==> config.mk <==
export PLATFORM = sky130hd
export DESIGN_NAME = adaptive_dc_stream_top
export DESIGN_NICKNAME = d
export VERILOG_FILES = /design/src/rtl/adaptive_dc_stream_top.sv
export SDC_FILE = /design/constraint.sdc
export NUM_CORES = 1
export LEC_CHECK = 0
export CORE_MARGIN = 2
export CORE_UTILIZATION = 51
export CTS_BUF_LIST = sky130_fd_sc_hd__clkbuf_2 sky130_fd_sc_hd__clkbuf_4 sky130_fd_sc_hd__clkbuf_8
export CTS_CLUSTER_DIAMETER = 50
export DETAILED_ROUTE_END_ITERATION = 8
export GPL_TIMING_DRIVEN = 0
export PLACE_DENSITY = 0.74
export SLEW_MARGIN = 20
export SYNTH_ARGS = -nofsm -noshare
export SYNTH_HDL_FRONTEND = slang
export SYNTH_SLANG_ARGS = --single-unit
==> constraint.sdc <==
create_clock -name clk -period 4.8 [get_ports clk]
set_clock_uncertainty 0.2 [all_clocks]
set_input_delay 0.96 -clock clk [delete_from_list [all_inputs] [get_ports clk]]
set_output_delay 0.96 -clock clk [all_outputs]
set_load 0.02 [all_outputs]
==> src/rtl/adaptive_dc_stream_top.sv <==
// Multi-channel streaming DC-offset remover: a per-channel leaky integrator tracks each
// channel's offset, and the offset is subtracted in a two-register ready/valid pipeline.
module adaptive_dc_stream_top #(
   parameter int DATA_WIDTH = 16,
   parameter int NUM_CH     = 4,
   parameter int CH_WIDTH   = (NUM_CH > 1) ? $clog2(NUM_CH) : 1,
   parameter int SHIFT      = 4
) (
   input  logic                         clk,
   input  logic                         rst_n,
   input  logic                         s_axis_valid,
   output logic                         s_axis_ready,
   input  logic signed [DATA_WIDTH-1:0] s_axis_data,
   input  logic [CH_WIDTH-1:0]          s_axis_chan,
   output logic                         m_axis_valid,
   input  logic                         m_axis_ready,
   output logic signed [DATA_WIDTH-1:0] m_axis_data,
   output logic [CH_WIDTH-1:0]          m_axis_chan,
   input  logic                         cfg_bypass,
   input  logic                         cfg_freeze,
   input  logic                         cfg_clear,
   output logic [15:0]                  stat_sat_count
);

   localparam int AW = DATA_WIDTH + SHIFT + 1;
   localparam int DW = DATA_WIDTH + 2;
   localparam logic signed [DW-1:0] DMAX = {3'b000, {(DATA_WIDTH-1){1'b1}}};
   localparam logic signed [DW-1:0] DMIN = {3'b111, {(DATA_WIDTH-1){1'b0}}};

   logic                         adv_s;
   logic                         valid_a_r;
   logic signed [DATA_WIDTH-1:0] x_a_r;
   logic [CH_WIDTH-1:0]          ch_a_r;
   logic signed [AW-1:0]         acc_r [NUM_CH];
   logic signed [AW-1:0]         acc_sel_s;
   logic signed [AW-1:0]         dc_s;
   logic signed [AW-1:0]         next_acc_s;
   logic signed [DW-1:0]         diff_s;
   logic signed [DATA_WIDTH-1:0] y_s;
   logic                         clipped_s;
   logic                         in_range_s;
   logic                         adapt_s;

   assign adv_s        = !m_axis_valid || m_axis_ready;
   assign s_axis_ready = adv_s && rst_n;

   // Stage A datapath: select the channel's accumulator, subtract its estimate, clip.
   always_comb begin
      acc_sel_s = '0;
      for (int c = 0; c < NUM_CH; c++) begin
         if (int'(ch_a_r) == c) begin
            acc_sel_s = acc_r[c];
         end else begin
            acc_sel_s = acc_sel_s;
         end
      end
      in_range_s = (int'(ch_a_r) < NUM_CH);
      dc_s       = acc_sel_s >>> SHIFT;
      diff_s     = DW'(x_a_r) - DW'(dc_s);
      next_acc_s = acc_sel_s + AW'(x_a_r) - dc_s;
      adapt_s    = valid_a_r && !cfg_bypass && !cfg_freeze && !cfg_clear && in_range_s;
      if (cfg_bypass || !in_range_s) begin
         y_s       = x_a_r;
         clipped_s = 1'b0;
      end else if (diff_s > DMAX) begin
         y_s       = DMAX[DATA_WIDTH-1:0];
         clipped_s = 1'b1;
      end else if (diff_s < DMIN) begin
         y_s       = DMIN[DATA_WIDTH-1:0];
         clipped_s = 1'b1;
      end else begin
         y_s       = diff_s[DATA_WIDTH-1:0];
         clipped_s = 1'b0;
      end
   end

   // Accumulators: clear is level-sensitive and wins over adaptation on every edge.
   always_ff @(posedge clk) begin
      for (int c = 0; c < NUM_CH; c++) begin
         if (!rst_n || cfg_clear) begin
            acc_r[c] <= '0;
         end else if (adv_s && adapt_s && (int'(ch_a_r) == c)) begin
            acc_r[c] <= next_acc_s;
         end
      end
   end

   // Pipeline registers and saturation statistics; everything holds while stalled.
   always_ff @(posedge clk) begin
      if (!rst_n) begin
         valid_a_r      <= 1'b0;
         x_a_r          <= '0;
         ch_a_r         <= '0;
         m_axis_valid   <= 1'b0;
         m_axis_data    <= '0;
         m_axis_chan    <= '0;
         stat_sat_count <= 16'd0;
      end else if (adv_s) begin
         valid_a_r <= s_axis_valid;
         if (s_axis_valid) begin
            x_a_r  <= s_axis_data;
            ch_a_r <= s_axis_chan;
         end
         m_axis_valid <= valid_a_r;
         m_axis_data  <= y_s;
         m_axis_chan  <= ch_a_r;
         if (valid_a_r && clipped_s && (stat_sat_count != 16'hFFFF)) begin
            stat_sat_count <= stat_sat_count + 16'd1;
         end
      end
   end

endmodule

==> reports/metrics.csv <==
metric;value;unit
Final Hold Fails;0;
Static Leakage;3.808;nW
final net count;1009;
Hold Path Origin;m_axis_chan[1];
Tcrit/Tclk final;0.9567;
Top FF cell, synth;edfxtp_1;
dpl cell area;9080;sq um
clk root buf;clkbuf_8;
initial antenna violation count;1;
worst vdd ir;0.0002079;V
fin area;9644;sq um
WS Path Type;flop to flop;
Post-synth EDFFs;84;
Sink Count;138;
first-pass GRT wire length;32.46;mm
CTS Buf Count;17;
Detailed Route Iter0 Violations;456;
Yosys reg bits;138;
Port Buffer Count;59;
Routed Wire Length;20.11;mm
normalized max-slew margin;0.4424;
dpl ws;-0.8933;ns
crit start category;flop;
power per cell area;385.3;nW/um^2
Clock transition at path regs;0.08;ns
Final min period;4.592;ns
final setup margin;0.2081;ns
Clock Path Buffers;2;
GRT Residual Overflow;0;
syn nets;927;
drt first pass iters;4;
largest net degree at the start of global routing;22;
status;finished clean;
Ant. Diodes;0;
Max Fclk;217.8;MHz
Yosys cell types;60;
Synth Instances;842;
H-Tree Depth;4;
Chip Height;130.6;um
share of cells above drive strength 1;0.08965;
post-cts hold buffer count;0;
Final setup viols;0;
commonest cells after routing, fill and taps aside;nor2_1 (112), nand2_1 (94), edfxtp_1 (84);
Hold Path Class;flop to flop;
post-synthesis sequential area ratio;0.4411;
Crit path required time;4.78;ns
commonest non-fill, non-tap cell in the layout;nor2_1;
syn_area_per_cell;9.702;sq um
max-cap viol count;0;
io pins;61;
worst r2r src;ch_a_r[0];
vias per inst;5.564;
vias in the first global route;6385;
FFs w/ async S/R, synth;0;
GRT Total Usage;0.2509;
Mapped Area;8169;sq um
Vias;6415;
Avg WL per Cell;17.44;um
Remaining DRCs;0;
Worst-Skew Late Latency;0.46;ns
critical path launch point;ch_a_r[0];
Tightest Pin Transition;0.8333;ns
critical-path maximum fanout;10;
Die W;130.6;um
dpl hpwl;14.72;mm
max-slew violations;0;
Rows;46;
CTS tree;done;
Syn. warnings;0;
Worst setup EP type;flop;
Core Area;15770;sq um
Placer Congestion;0.8900;
crit path DAT;4.57;ns
post-route ant nets;0;
die footprint;17050;sq um
area grow syn2layout;18.06;%
Initial Util;0.5180;
TNS Setup;0;ns
registers in the layout (all words and copies together) (netlist names):
name	cells
m_axis_chan	2
m_axis_valid	1
acc_r	84
ch_a_r	2
valid_a_r	1
x_a_r	16
m_axis_data	16
stat_sat_count	16
where the power goes:
group / internal [mW] / total, mW / switching, mW
Sequential: 1.31 / 1.36 / 0.0410
Combinational: 0.453 / 1.19 / 0.737
Clock: 0.691 / 1.17 / 0.480
routing by layer:
metal | part of all wire | track usage | vias to the layer above
met2 | 0.48 | 0.4197 | 178
met1 | 0.45 | 0.3309 | 3048
met5 | 0 | 0 | -
met4 | 0.026 | 0.09387 | 0
li1 | - | - | 3156
met3 | 0.044 | 0.04153 | 33
synthesized netlist by cell type (all sizes together) (14+ instances only):
cell type / number / area, sq um
fa: 21 / 420.4
nand2: 94 / 352.8
clkbuf: 28 / 105.1
inv: 65 / 244.0
nand3: 18 / 90.09
a21oi: 69 / 349.1
o21ai: 65 / 329.1
edfxtp: 84 / 2522
dfxtp: 54 / 1081
mux4: 21 / 473.0
nor2: 112 / 420.4
xor2: 14 / 122.6
ha: 39 / 488.0
path summary, 6_finish.rpt:
kind | to | slack (ns) | depth (start not counted)
min reg2reg | m_axis_chan[1] | 0.26 | 2
max reg2reg | acc_r[2][19] | 0.21 | 16
max | acc_r[2][19] | 0.21 | 16
min | m_axis_chan[1] | 0.26 | 2
worst max-delay path, cell delays in order (launching register included):
cell and delay, ns:
dfxtp_4 0.42, buf_6 0.22, mux4_2 0.52, inv_1 0.08
fa_1 0.45, inv_1 0.08, ha_1 0.23, a21o_1 0.20
a2111oi_4 0.39, o211ai_1 0.16, a21oi_2 0.27, o21ai_1 0.15
a221oi_2 0.23, buf_4 0.17, nor3_1 0.05, a311oi_2 0.39
nor2_1 0.11
area by class of cell:
type / count / area, sq um
clock buffer: 19 / 249.0
sequential: 138 / 3608
inverter: 65 / 244.0
tap: 216 / 270.3
timing repair buffer: 65 / 639.4
buffer: 33 / 148.9
multi-input combinational: 604 / 4247
clock inverter: 13 / 237.7
fill: 1384 / 6126
metrics by stage:
step	util	hold slack (ns)	instances	total power, mW
floorplan	-	0.2499	842	2.202
global route	0.6116	0.2892	1153	3.909
global placement	0.5727	0.2438	1117	2.500
detailed placement	0.5758	0.2486	1118	2.518
finish	0.6116	0.2583	1153	3.716
CTS	0.6078	0.2583	1148	3.692
timing repair:
action,4_1_cts,5_1_grt
pin swaps,1,2
gates resized for setup,10,3
endpoints found under the hold margin,0,0
buffers inserted,0,5
setup endpoints to repair,81,12
cells by family (layout without fill, tap and decap cells):
| group | after synthesis | in the layout | share of synthesized area |
|---|---|---|---|
| flip-flops | 138 | 138 | 0.4411 |
| AO/OA/AOI/OAI | 201 | 201 | 0.1521 |
| XOR/XNOR | 26 | 26 | 0.02788 |
| AND/OR/NAND/NOR | 294 | 294 | 0.1601 |
| buffers and inverters | 100 | 195 | 0.04733 |
| multiplexers | 23 | 23 | 0.06035 |
| adder cells (fa/ha/maj) | 60 | 60 | 0.1112 |
Note: power is estimated with default switching activity, not from simulation.
